$ cat config.mk
export PLATFORM = sky130hd
export DESIGN_NAME = mem_arbiter_flat
export DESIGN_NICKNAME = d
export VERILOG_FILES = /design/src/rtl/mem_arbiter_if.sv /design/src/rtl/mem_arbiter.sv /design/src/flat_wrapper.sv
export SDC_FILE = /design/constraint.sdc
export NUM_CORES = 1
export LEC_CHECK = 0
export ABC_AREA = 1
export CAP_MARGIN = 20
export CORE_AREA = 2 2 89 91
export CTS_CLUSTER_DIAMETER = 80
export DETAILED_ROUTE_END_ITERATION = 8
export DIE_AREA = 0 0 91 93
export PLACE_DENSITY = 0.89
export SYNTH_ARGS = -nofsm -noshare
export SYNTH_HDL_FRONTEND = slang
export SYNTH_SLANG_ARGS = --single-unit
$ cat constraint.sdc
create_clock -name clk -period 3.72 [get_ports clk]
set_input_delay 1.116 -clock clk [delete_from_list [all_inputs] [get_ports clk]]
set_output_delay 1.116 -clock clk [all_outputs]
set_load 0.03 [all_outputs]
$ cat src/rtl/mem_arbiter_if.sv
// Bus bundle shared by the CPU port, the SPI loader port and the RAM macro port of mem_arbiter.
// The arbiter connects through the slave modport; the surrounding logic (or a bench) uses master.
interface mem_arbiter_if #(
  parameter int AW = 12,
  parameter int DW = 16
);
  logic          cpu_req;
  logic          cpu_we;
  logic [AW-1:0] cpu_addr;
  logic [DW-1:0] cpu_wdata;
  logic          cpu_ack;
  logic [DW-1:0] cpu_rdata;
  logic          cpu_hold;

  logic          ldr_req;
  logic          ldr_we;
  logic [AW-1:0] ldr_addr;
  logic [DW-1:0] ldr_wdata;
  logic          ldr_ack;
  logic [DW-1:0] ldr_rdata;

  logic          mem_en;
  logic          mem_we;
  logic [AW-1:0] mem_addr;
  logic [DW-1:0] mem_wdata;
  logic [DW-1:0] mem_rdata;

  modport slave (
    input  cpu_req, cpu_we, cpu_addr, cpu_wdata,
    output cpu_ack, cpu_rdata, cpu_hold,
    input  ldr_req, ldr_we, ldr_addr, ldr_wdata,
    output ldr_ack, ldr_rdata,
    output mem_en, mem_we, mem_addr, mem_wdata,
    input  mem_rdata
  );

  modport master (
    output cpu_req, cpu_we, cpu_addr, cpu_wdata,
    input  cpu_ack, cpu_rdata, cpu_hold,
    output ldr_req, ldr_we, ldr_addr, ldr_wdata,
    input  ldr_ack, ldr_rdata,
    input  mem_en, mem_we, mem_addr, mem_wdata,
    output mem_rdata
  );
endinterface

$ cat src/rtl/mem_arbiter.sv
// Arbitrates the single-port program/data RAM between the CPU and the SPI loader.
// Define MEM_ARB_RR_EN for round-robin arbitration; default is loader priority with a burst guard.
module mem_arbiter #(
  parameter int AW        = 12,
  parameter int DW        = 16,
  parameter int RD_LAT    = 1,
  parameter int MAX_BURST = 8
) (
  input  logic          clk,
  input  logic          rst_n,
  mem_arbiter_if.slave  bus
);

  typedef enum logic [1:0] {IDLE, ISSUE, WAIT, ACK} state_t;
  typedef enum logic [1:0] {OWN_NONE, OWN_CPU, OWN_LDR} owner_t;

  state_t     state;
  owner_t     owner;
  logic [1:0] wait_cnt;
  logic       grant_ldr;
  logic       grant_cpu;

`ifdef MEM_ARB_RR_EN
  logic last_cpu;

  // On contention the requester that did not win last time gets the RAM.
  always_comb begin
    grant_ldr = bus.ldr_req && (!bus.cpu_req || last_cpu);
    grant_cpu = bus.cpu_req && !grant_ldr;
  end
`else
  logic [3:0] burst_cnt;
  logic       starve_guard;

  always_comb begin
    starve_guard = bus.cpu_req && (burst_cnt >= 4'(MAX_BURST));
    grant_ldr    = bus.ldr_req && !starve_guard;
    grant_cpu    = bus.cpu_req && !grant_ldr;
  end
`endif

  assign bus.cpu_hold = bus.cpu_req && !(state == ACK && owner == OWN_CPU);

  // mem_addr/mem_wdata double as the latched copy of the granted request.
  always_ff @(posedge clk) begin
    if (!rst_n) begin
      state         <= IDLE;
      owner         <= OWN_NONE;
      wait_cnt      <= 2'd0;
      bus.cpu_ack   <= 1'b0;
      bus.ldr_ack   <= 1'b0;
      bus.cpu_rdata <= {DW{1'b0}};
      bus.ldr_rdata <= {DW{1'b0}};
      bus.mem_en    <= 1'b0;
      bus.mem_we    <= 1'b0;
      bus.mem_addr  <= {AW{1'b0}};
      bus.mem_wdata <= {DW{1'b0}};
`ifdef MEM_ARB_RR_EN
      last_cpu      <= 1'b1;
`else
      burst_cnt     <= 4'd0;
`endif
    end else begin
      bus.cpu_ack <= 1'b0;
      bus.ldr_ack <= 1'b0;
      bus.mem_en  <= 1'b0;
      bus.mem_we  <= 1'b0;
`ifndef MEM_ARB_RR_EN
      if (!bus.cpu_req) burst_cnt <= 4'd0;
`endif
      case (state)
        IDLE: begin
          if (grant_ldr) begin
            owner         <= OWN_LDR;
            bus.mem_en    <= 1'b1;
            bus.mem_we    <= bus.ldr_we;
            bus.mem_addr  <= bus.ldr_addr;
            bus.mem_wdata <= bus.ldr_wdata;
            state         <= ISSUE;
`ifdef MEM_ARB_RR_EN
            last_cpu      <= 1'b0;
`else
            if (bus.cpu_req) burst_cnt <= burst_cnt + 4'd1;
`endif
          end else if (grant_cpu) begin
            owner         <= OWN_CPU;
            bus.mem_en    <= 1'b1;
            bus.mem_we    <= bus.cpu_we;
            bus.mem_addr  <= bus.cpu_addr;
            bus.mem_wdata <= bus.cpu_wdata;
            state         <= ISSUE;
`ifdef MEM_ARB_RR_EN
            last_cpu      <= 1'b1;
`else
            burst_cnt     <= 4'd0;
`endif
          end
        end
        ISSUE: begin
          if (bus.mem_we) begin
            if (owner == OWN_CPU) bus.cpu_ack <= 1'b1;
            else                  bus.ldr_ack <= 1'b1;
            state <= ACK;
          end else begin
            wait_cnt <= 2'(RD_LAT - 1);
            state    <= WAIT;
          end
        end
        WAIT: begin
          if (wait_cnt == 2'd0) begin
            if (owner == OWN_CPU) begin
              bus.cpu_rdata <= bus.mem_rdata;
              bus.cpu_ack   <= 1'b1;
            end else begin
              bus.ldr_rdata <= bus.mem_rdata;
              bus.ldr_ack   <= 1'b1;
            end
            state <= ACK;
          end else begin
            wait_cnt <= wait_cnt - 2'd1;
          end
        end
        ACK: begin
          owner <= OWN_NONE;
          state <= IDLE;
        end
        default: state <= IDLE;
      endcase
    end
  end

endmodule

$ cat src/flat_wrapper.sv
// flat-port wrapper written by rule: the top's interface ports become plain ports
module mem_arbiter_flat 
#(
  parameter int AW        = 12,
  parameter int DW        = 16,
  parameter int RD_LAT    = 1,
  parameter int MAX_BURST = 8
)
  (clk, rst_n, bus_cpu_req, bus_cpu_we, bus_cpu_addr, bus_cpu_wdata, bus_cpu_ack, bus_cpu_rdata, bus_cpu_hold, bus_ldr_req, bus_ldr_we, bus_ldr_addr, bus_ldr_wdata, bus_ldr_ack, bus_ldr_rdata, bus_mem_en, bus_mem_we, bus_mem_addr, bus_mem_wdata, bus_mem_rdata);
  mem_arbiter_if #(.AW(AW), .DW(DW)) bus_i ();
  input  logic clk;
  input  logic rst_n;
  input wire logic [$bits(bus_i.cpu_req)-1:0] bus_cpu_req;
  input wire logic [$bits(bus_i.cpu_we)-1:0] bus_cpu_we;
  input wire logic [$bits(bus_i.cpu_addr)-1:0] bus_cpu_addr;
  input wire logic [$bits(bus_i.cpu_wdata)-1:0] bus_cpu_wdata;
  output wire logic [$bits(bus_i.cpu_ack)-1:0] bus_cpu_ack;
  output wire logic [$bits(bus_i.cpu_rdata)-1:0] bus_cpu_rdata;
  output wire logic [$bits(bus_i.cpu_hold)-1:0] bus_cpu_hold;
  input wire logic [$bits(bus_i.ldr_req)-1:0] bus_ldr_req;
  input wire logic [$bits(bus_i.ldr_we)-1:0] bus_ldr_we;
  input wire logic [$bits(bus_i.ldr_addr)-1:0] bus_ldr_addr;
  input wire logic [$bits(bus_i.ldr_wdata)-1:0] bus_ldr_wdata;
  output wire logic [$bits(bus_i.ldr_ack)-1:0] bus_ldr_ack;
  output wire logic [$bits(bus_i.ldr_rdata)-1:0] bus_ldr_rdata;
  output wire logic [$bits(bus_i.mem_en)-1:0] bus_mem_en;
  output wire logic [$bits(bus_i.mem_we)-1:0] bus_mem_we;
  output wire logic [$bits(bus_i.mem_addr)-1:0] bus_mem_addr;
  output wire logic [$bits(bus_i.mem_wdata)-1:0] bus_mem_wdata;
  input wire logic [$bits(bus_i.mem_rdata)-1:0] bus_mem_rdata;
  assign bus_i.cpu_req = bus_cpu_req;
  assign bus_i.cpu_we = bus_cpu_we;
  assign bus_i.cpu_addr = bus_cpu_addr;
  assign bus_i.cpu_wdata = bus_cpu_wdata;
  assign bus_cpu_ack = bus_i.cpu_ack;
  assign bus_cpu_rdata = bus_i.cpu_rdata;
  assign bus_cpu_hold = bus_i.cpu_hold;
  assign bus_i.ldr_req = bus_ldr_req;
  assign bus_i.ldr_we = bus_ldr_we;
  assign bus_i.ldr_addr = bus_ldr_addr;
  assign bus_i.ldr_wdata = bus_ldr_wdata;
  assign bus_ldr_ack = bus_i.ldr_ack;
  assign bus_ldr_rdata = bus_i.ldr_rdata;
  assign bus_mem_en = bus_i.mem_en;
  assign bus_mem_we = bus_i.mem_we;
  assign bus_mem_addr = bus_i.mem_addr;
  assign bus_mem_wdata = bus_i.mem_wdata;
  assign bus_i.mem_rdata = bus_mem_rdata;
  mem_arbiter #(.AW(AW), .DW(DW), .RD_LAT(RD_LAT), .MAX_BURST(MAX_BURST)) u_core (.clk(clk), .rst_n(rst_n), .bus(bus_i));
endmodule
==> run metrics, run 1 <==
Starting Density 45.15%; hold_buf cts 0; setup TNS 0 ns; # rows 32; Crit-path slowest cell clkdlybuf4s50_1; post-route ant nets 0; H-tree levels 3; Post-synth EDFFs 0; cts bufs inserted 9; root buf cell clkbuf_8; Unique masters post-synth 23; Buffers & Inverters on Critical Path 3; DR vias/cell 4.737; final setup violation count 0; Worst Path Arrival about 2 ns; port bufs approximately 140; placed cell count between 700 and 800; Initial DRC Count 71; dpl ws 0.6516 ns; Hold Slack between 0.4 and 0.5 ns; Routed WL 8.673 mm; Clk pin slew, worst setup/hold paths 0.08 ns; DP Wirelength between 6 and 7 mm; total power 3.308 mW; Residual DRC 0; die height between 90 and 100 um; vias in the first global route 3202; CP Capture Type output pin; proportion of layout cells with a drive suffix above 1 8.758%; RSZ-0062 raised after global routing no; startpoint types primary input; post-synthesis cell area around 3400 um^2; Max Clock Skew approximately 0.011 ns; outcome finished clean; first drt pass iteration count 4; # Max-Cap Violations 0; GP Congestion just under 0.8; die area 8463 um^2; initial antenna violation count 0; Worst path top cell family by delay buffers and inverters; Slew @ Worst Pin 0.7937 ns; slew margin rel. around 47%; Power Dens Cells approximately 660 nW/um^2; sequential-to-total area share from yosys stat 43.59%; PnR worst setup slack 0.6509 ns; P&R area growth vs syn 47.31%; CP max FO 2; total track usage 20.74%; Post-CTS Setup Bufs 0; Peak VDD IR between 0.3 and 0.4 mV; Slew Limit Fails 0; Tightest Hold Check Type reg2reg; Antenna Cells 0; Avg WL per Cell 11.88 um; Die X 91 um; post-CTS sizing 0; nets 709; LEAKAGE 2.200 nW; Worst EP required around 2.6 ns; warnings from Yosys 0; async set or reset register ratio after synthesis 0%; Synth Instances 489; vias between 3000 and 4000; worst-path cell chain clkdlybuf4s50_1 > o21ai_0 > inv_1 > buf_4; Most used DFF post-synth dfxtp_1; # IOs 143; CP max stage delay 0.48 ns; WS Path Type in2out; Final Hold Vio Count 0; Tcrit/Tclk final 82.50%; Max Root-Sink Buffers 2; first-pass GRT wire length 14.35 mm; clk_lat worst skew 0.33 ns; post-synthesis register bit count 74; Mapped Nets approximately 580; mean post-synth cell area 6.949 um^2; grt total ovfl 0; CTS tree yes; largest net degree at the start of global routing 57; Core ar. roughly 7500 um^2; highest clock rate 325.8 MHz; Final min period 3.069 ns; Clock Sink Count 74; final std cells w/o fill between 700 and 800
## final timing paths
check | start | endpoint | slack (ns) | cells after the start
worst max-delay path | bus_cpu_req | bus_cpu_hold | 0.65 | 4
worst min-delay path | u_core.wait_cnt[1] | u_core.wait_cnt[1] | 0.48 | 2
worst max register to register | u_core.state[0] | u_core.bus.mem_wdata[13] | 1.83 | 8
worst min register to register | u_core.wait_cnt[1] | u_core.wait_cnt[1] | 0.48 | 2
## cell usage in the layout (no fill, tap or decap)
master           netlist  layout
nor3_1                 2       2
a21oi_1               10      10
nor2_4                 2       3
clkbuf_8               0       9
buf_4                  2       5
nor2_2                20      19
inv_6                  0       1
inv_1                 43      43
clkdlybuf4s50_1        0     140
o21ai_1               21      21
nand2_2                1       1
o21ai_0               44      44
dfxtp_1               74      74
clkinv_2               0       4
nand3_1                7       7
inv_2                  6       6
nor2_1               141     141
clkinv_4               0       1
nand2_1               82      82
buf_2                  6       1
xor2_1                 1       1
nand2_4                2       2
buf_12                 0       1
bufinv_16              0       1
ha_1                   8       8
nor3_2                 1       1
## layer usage
| metal | track usage [%] | vias to the layer above | wire length [um] |
|---|---|---|---|
| li1 | - | 1769 | - |
| met1 | 23.49 | 1525 | 3588 |
| met2 | 35.31 | 146 | 3991 |
| met3 | 8.058 | 18 | 893 |
| met4 | 8.081 | 0 | 199 |
| met5 | 0 | - | 0 |
## registers in the layout (all words and copies together), names as in the netlist
register              count
u_core.bus.ldr_ack        1
u_core.bus.mem_addr      12
u_core.bus.mem_wdata     16
u_core.bus.cpu_rdata     16
u_core.bus.mem_en         1
u_core.burst_cnt          4
u_core.bus.cpu_ack        1
u_core.bus.mem_we         1
u_core.state              2
u_core.owner              2
u_core.bus.ldr_rdata     16
u_core.wait_cnt           2
## synthesized netlist by cell type (7+ instances only)
cell type / instances / area share (%)
a21oi_1: 10 / 1.5
buf_6: 7 / 2.3
dfxtp_1: 74 / 44
ha_1: 8 / 2.9
inv_1: 43 / 4.7
nand2_1: 82 / 9.1
nand3_1: 7 / 1.0
nor2_1: 141 / 16
nor2_2: 20 / 3.7
o21ai_0: 44 / 6.5
o21ai_1: 21 / 3.1
## worst register-to-register path, cell delays in order (launching register included)
cell and delay, ns:
dfxtp_1 0.36, inv_1 0.13, ha_1 0.28, inv_2 0.12, nor2_4 0.11, buf_4 0.43
nand2_1 0.13, nor2_1 0.17, nor2_1 0.06
## cell families after synthesis
family,Yosys count,share of synthesized area [%]
and+or+nand+nor,258,31.44
AOI/OAI and AO/OA,75,11.05
DFF,74,43.59
buffers and inverters,73,10.71
adders and majority gates,8,2.946
xor gates and xnor gates,1,0.2578
## final cells by class
| cell class | count | area [um^2] |
|---|---|---|
| fillers | 664 | 2521 |
| multi-input cells | 342 | 1558 |
| flip-flops and latches | 74 | 1481 |
| repair buffers | 147 | 1464 |
| inverters | 49 | 183.9 |
| well taps | 102 | 127.6 |
| clock buffers | 9 | 123.9 |
| clock inverters | 7 | 67.56 |
## report_power, final
group / internal, mW / total, mW / switching [mW]
sequential: 1.01 / 1.13 / 0.117
combinational: 0.617 / 1.58 / 0.962
clock: 0.309 / 0.602 / 0.293
total: 1.94 / 3.31 / 1.37
## metrics by stage
step | cell area (um^2) | utilization [%]
floorplan | 3398 | -
global placement | 4815 | 63.96
detailed placement | 4815 | 63.96
CTS | 5006 | 66.51
global route | 5006 | 66.51
finish | 5006 | 66.51
Power figures use the tool's default switching activity.
==> run 2: changes to the inputs <==
--- a/config.mk
+++ b/config.mk
@@ -7,11 +7,11 @@
 export LEC_CHECK = 0
 export ABC_AREA = 1
 export CAP_MARGIN = 20
-export CORE_AREA = 2 2 89 91
+export CORE_AREA = 2 2 92 94
 export CTS_CLUSTER_DIAMETER = 80
 export DETAILED_ROUTE_END_ITERATION = 8
-export DIE_AREA = 0 0 91 93
-export PLACE_DENSITY = 0.89
+export DIE_AREA = 0 0 94 96
+export PLACE_DENSITY = 0.84
 export SYNTH_ARGS = -nofsm -noshare
 export SYNTH_HDL_FRONTEND = slang
 export SYNTH_SLANG_ARGS = --single-unit
==> constraint.sdc (replaced) <==
create_clock -name clk -period 3.2 [get_ports clk]
set_input_delay 0.96 -clock clk [delete_from_list [all_inputs] [get_ports clk]]
set_output_delay 0.96 -clock clk [all_outputs]
set_load 0.03 [all_outputs]
==> run 2 against run 1 <==
Worst hold slack improved by 0.00072 ns. Clock power grew 11%. Clock-buffer cell count unchanged. Critical path depth is the same. Register-to-register slack worse by 0.45 ns.
==> run metrics, run 2 (synthesized netlist as in run 1, its figures left out) <==
CP max stage delay 0.47 ns (about the same); die area 9024 um^2 (+6.6%); post-CTS sizing 0 (unchanged); Worst Path Arrival 1.72 ns (-0.23 ns); root buf cell clkbuf_8; worst reg-to-reg path cell count 7 (-1); Power Dens Cells 760.4 nW/um^2 (+15%); Post-CTS Setup Bufs 0 (unchanged); Core ar. 8051 um^2 (+7.0%); # rows 33 (+3.1%); worst-path cell chain clkdlybuf4s50_1 > o21ai_0 > inv_1 > buf_4; RSZ-0062 raised after global routing no; met2 WL 3.912 mm (-2.0%); slew margin rel. 61.15% (+14 points); GP Congestion 0.7546 (-3.1%); P&R area growth vs syn 47.68%; sw frac 42.29% (+0.80 points); Starting Density 42.21% (-2.9 points); vias 3354 (-3.0%); Die X 94 um (+3.3%); Clock Sink Count 74 (unchanged); Avg WL per Cell 11.35 um (-4.5%); Post-Route M1 WL 3.496 mm (-2.6%); DP Wirelength 6.223 mm (-3.6%); most frequent cells in the layout 141 x nor2_1, 140 x clkdlybuf4s50_1, 82 x nand2_1, 74 x dfxtp_1, 44 x o21ai_0; WS Path Type in2out; Tightest Hold Check Type reg2reg; Slew Limit Fails 0 (unchanged); CP Capture Type output pin; CP max FO 2 (unchanged); number of fill cells 738 (+11%); Crit-path slowest cell clkdlybuf4s50_1; largest net degree at the start of global routing 43 (-25%); Max Root-Sink Buffers 2 (unchanged); initial antenna violation count 0 (unchanged); Design Area, Final 5019 um^2 (+0.25%); Int Power 2.203 mW (+14%); Clock Power Share 17.5% (-0.7 points); post-route ant nets 0 (unchanged); nets 708 (-0.14%); Hold Slack 0.4779 ns (+0.0007230 ns); Peak VDD IR 0.4192 mV (+13%); Final Util 62.33% (-4.2 points); setup TNS 0 ns (unchanged); commonest non-fill, non-tap cell in the layout nor2_1; combinational share of power 48.2% (+0.5 points); vias in the first global route 3144 (-1.8%); Storage cell area 1481 um^2 (unchanged); grt total ovfl 0 (unchanged); NetSw 1.614 mW (+18%); Slew @ Worst Pin 0.5828 ns (-0.2109 ns); proportion of layout cells with a drive suffix above 1 8.612% (-0.15 points); DR vias/cell 4.582 (-3.3%); Antenna Cells 0 (unchanged); Initial DRC Count 103 (+45%); H-tree levels 3 (unchanged); Largest regs u_core.bus.cpu_rdata: 16 flops, u_core.bus.ldr_rdata: 16 flops, u_core.bus.mem_wdata: 16 flops; Final Hold Vio Count 0 (unchanged); CTS tree yes; clk_lat worst skew 0.34 ns (about the same); cts bufs inserted 9 (unchanged); placed cell count 716 (+0.28%); Final min period 2.681 ns; Clk pin slew, worst setup/hold paths 0.08 ns (about the same); port bufs 142 (unchanged); final std cells w/o fill 732 (+0.27%); area used by multi-input combinational logic 1558 um^2 (unchanged); Seq pwr share 34.3% (+0.2 points); LEAKAGE 2.188 nW (-0.54%); first drt pass iteration count 4 (unchanged); placed inst area 4836 um^2 (+0.44%); outcome finished clean; highest clock rate 373.0 MHz; hold_buf cts 0 (unchanged); # IOs 143 (unchanged); Met3 Wirelength 810 um (-9.3%); Tcrit/Tclk final ~84%; Worst EP required 2.24 ns (-0.36 ns); top layer in use met4; # Max-Cap Violations 0 (unchanged); die height 96 um (+3.2%); startpoint types primary input; first-pass GRT wire length 13.71 mm (-4.4%); worst hold path depth 2 (unchanged); final setup violation count 0 (unchanged); total track usage 19.06% (-1.7 points); Routed WL 8.308 mm (-4.2%); Residual DRC 0 (unchanged); Max Clock Skew 0.01095 ns (-0.0003244 ns)
run 2: changes by cell type in the layout (fill, tap and decap cells not counted), sizes merged:
cell and change:
buf -1, bufinv -1, clkinv -4, clkinvlp +2
inv +3
run 2: through the flow:
stage | setup slack [ns] | power, mW
2_1_floorplan | 0.8838 | 2.510
3_3_place_gp | 0.5174 | 3.130
3_5_place_dp | 0.5184 | 3.181
4_1_cts | 0.5147 | 3.859
5_1_grt | 0.4486 | 4.094
6_report | 0.5189 | 3.816
run 2: power groups by stage:
stage               Sequential, mW  Combinational, mW  Clock, mW
floorplan                     1.76              0.748          0
CTS                           1.31               1.86      0.692
finish                        1.31               1.84      0.668
global placement              1.32               1.81          0
global route                  1.34               2.01      0.738
detailed placement            1.33               1.85          0
run 2: layout make-up:
type	count	share of cell area (%)
multi-input cells	342	31.04
inverters	49	3.665
flip-flops and latches	74	29.52
repair buffers	146	29.52
clock buffers	9	2.468
clock inverters	7	1.172
well taps	105	2.618
run 2: worst paths after layout:
kind	slack, ns	start	to
worst max-delay path	0.52	bus_cpu_req	bus_cpu_hold
worst min-delay path	0.48	u_core.wait_cnt[1]	u_core.wait_cnt[1]
worst max register to register	1.38	u_core.state[0]	u_core.bus.cpu_rdata[2]
worst min register to register	0.48	u_core.wait_cnt[1]	u_core.wait_cnt[1]
run 2: metal layers:
metal	up-vias	track usage, %
li1	1765	-
met1	1469	21.73
met2	112	32.08
met3	8	7.753
met4	0	7.246
met5	-	0
run 2: critical path, delay by kind of cell:
| family | cells | cell delay [ns] |
|---|---|---|
| AOI/OAI and AO/OA | 1 | 0.08 |
| buffers and inverters | 3 | 0.68 |
==> run 3: changes to the inputs <==
--- a/config.mk
+++ b/config.mk
@@ -7,11 +7,11 @@
 export LEC_CHECK = 0
 export ABC_AREA = 1
 export CAP_MARGIN = 20
-export CORE_AREA = 2 2 92 94
+export CORE_AREA = 2 2 97 99
 export CTS_CLUSTER_DIAMETER = 80
 export DETAILED_ROUTE_END_ITERATION = 8
-export DIE_AREA = 0 0 94 96
-export PLACE_DENSITY = 0.84
+export DIE_AREA = 0 0 99 101
+export PLACE_DENSITY = 0.8
 export SYNTH_ARGS = -nofsm -noshare
 export SYNTH_HDL_FRONTEND = slang
 export SYNTH_SLANG_ARGS = --single-unit
==> constraint.sdc (replaced) <==
create_clock -name clk -period 2.35 [get_ports clk]
set_input_delay 0.705 -clock clk [delete_from_list [all_inputs] [get_ports clk]]
set_output_delay 0.705 -clock clk [all_outputs]
set_load 0.03 [all_outputs]
==> run 3 against run 2 <==
Sequential share of layout area fell by 0.25 points. Wire length increased by 2.4%. Register-to-register slack lost 0.81 ns. Critical path depth unchanged. Design area is 0.85% higher. Die area increased by 11%. Clock-buffer cell count is the same. Utilization shrank 6.0 points. Clock skew shrank 0.0028 ns. Combinational power increased by 36%. Largest cell class unchanged.
==> run metrics, run 3 (synthesized netlist as in run 1, its figures left out) <==
die area 9999 um^2 (+11%); Crit path depth 4 (unchanged); Power Dens Cells 1054 nW/um^2 (+39%); worst-path cell chain clkdlybuf4s50_1 > o21ai_0 > inv_1 > buf_4; LEAKAGE 2.210 nW (+0.98%); vias 3376 (+0.66%); largest net degree at the start of global routing 57 (+33%); final setup violation count 0 (unchanged); PnR worst setup slack 0.1268 ns (-0.3922 ns); Met3 Wirelength 864 um (+6.7%); Slew @ Worst Pin 0.5831 ns (+0.0003226 ns); first-pass GRT wire length 14.39 mm (+4.9%); first drt pass iteration count 4 (unchanged); DP Wirelength 6.403 mm (+2.9%); hold_buf cts 0 (unchanged); Post-CTS Setup Bufs 0 (unchanged); P&R area growth vs syn 48.93%; met2 WL 3.894 mm (-0.46%); RSZ-0062 raised after global routing no; clk_lat worst skew 0.34 ns (about the same); total power 5.333 mW (+40%); placed cell count 723 (+0.98%); post-CTS sizing 0 (unchanged); CP max FO 2 (unchanged); final std cells w/o fill 739 (+0.96%); Max Root-Sink Buffers 2 (unchanged); Slew Limit Fails 0 (unchanged); Worst path top cell family by delay buffers and inverters; root buf cell clkbuf_8; Core ar. 8977 um^2 (+11%); Antenna Cells 0 (unchanged); Crit-path slowest cell clkdlybuf4s50_1; most frequent cells in the layout 141 x nor2_1, 140 x clkdlybuf4s50_1, 82 x nand2_1, 74 x dfxtp_1, 44 x o21ai_0; Largest regs u_core.bus.cpu_rdata: 16 flops, u_core.bus.ldr_rdata: 16 flops, u_core.bus.mem_wdata: 16 flops; CTS tree yes; total track usage 17.40% (-1.7 points); Residual DRC 0 (unchanged); Design Area, Final 5061 um^2 (+0.85%); proportion of layout cells with a drive suffix above 1 8.758% (+0.15 points); # IOs 143 (unchanged); CP Capture Type output pin; Routed WL 8.510 mm (+2.4%); number of fill cells 809 (+9.6%); worst reg-to-reg path cell count 7 (unchanged); WS Path Type in2out; Final min period 2.223 ns; Final Hold Vio Count 0 (unchanged); nets 709 (+0.14%); worst hold path depth 2 (unchanged); dpl ws 0.1144 ns (-0.4040 ns); cts bufs inserted 9 (unchanged); outcome finished clean; placed inst area 4851 um^2 (+0.31%); Max Clock Skew 0.008123 ns (-0.002825 ns); Buffers & Inverters on Critical Path 3 (unchanged); Clk pin slew, worst setup/hold paths 0.08 ns (about the same); # Max-Cap Violations 0 (unchanged); CP max stage delay 0.48 ns (about the same); highest clock rate 449.8 MHz; initial antenna violation count 0 (unchanged); DR vias/cell 4.568 (-0.30%); Initial DRC Count 97 (-5.8%); Tcrit/Tclk final between 90% and 100%; grt total ovfl 0 (unchanged); GP Congestion 0.7608 (+0.82%); port bufs 142 (unchanged); Clock Sink Count 74 (unchanged); Die X 99 um (+5.3%); Avg WL per Cell 11.52 um (+1.5%); Post-Route M1 WL 3.638 mm (+4.1%); Peak VDD IR 0.5247 mV (+25%); post-route ant nets 0 (unchanged); Worst Path Arrival 1.52 ns (-0.20 ns); Starting Density 37.85% (-4.4 points); # rows 35 (+6.1%); slew margin rel. 61.13% (about the same); die height 101 um (+5.2%); vias in the first global route 3255 (+3.5%); H-tree levels 3 (unchanged); setup TNS 0 ns (unchanged); commonest non-fill, non-tap cell in the layout nor2_1; startpoint types primary input; Tightest Hold Check Type reg2reg; Worst EP required 1.64 ns (-0.60 ns); top layer in use met4
run 3: cell types whose count changed in the layout (fill, tap and decap cells not counted), sizes merged:
| cell | before | now |
|---|---|---|
| buf | 6 | 7 |
| clkinvlp | 2 | 1 |
| bufinv | 0 | 1 |
| clkinv | 1 | 2 |
| inv | 53 | 52 |
run 3: area by class of cell:
type | count | area [um^2] | share of cell area (%)
multi-input combinational | 342 | 1558 | 30.78
timing repair buffer | 147 | 1489 | 29.42
sequential | 74 | 1481 | 29.27
inverter | 49 | 183.9 | 3.634
tap | 111 | 138.9 | 2.744
clock buffer | 9 | 123.9 | 2.447
clock inverter | 7 | 86.33 | 1.706
run 3: power breakdown:
group	total [mW]	switching (mW)	internal (mW)	leakage (nW)
clock	1.04	0.526	0.513	0.104
sequential	1.79	0.188	1.60	0.607
combinational	2.51	1.50	1.00	1.50
total	5.33	2.22	3.11	2.21
run 3: final timing paths:
check | from | to | slack (ns)
worst max-delay path | bus_cpu_req | bus_cpu_hold | 0.13
worst min-delay path | u_core.owner[1] | u_core.owner[1] | 0.48
worst max register to register | u_core.state[0] | u_core.bus.cpu_rdata[8] | 0.57
worst min register to register | u_core.owner[1] | u_core.owner[1] | 0.48
run 3: routing by layer:
metal	up-vias	global-route usage, %
met5	-	0
met3	10	7.004
li1	1764	-
met2	121	29.16
met1	1481	20.41
met4	0	5.479
run 3: through the flow:
stage / hold WS [ns] / util, %
after floorplan: 0.4442 / -
after detailed placement: 0.4698 / 54.03
after CTS: 0.4812 / 56.38
final: 0.4783 / 56.38
after global placement: 0.4543 / 54.03
after global routing: 0.5078 / 56.38
run 3: worst min-delay path, cell delays in order, from the launching register on:
cell	delay, ns
dfxtp_1	0.32
nand2_1	0.06
a21oi_1	0.05
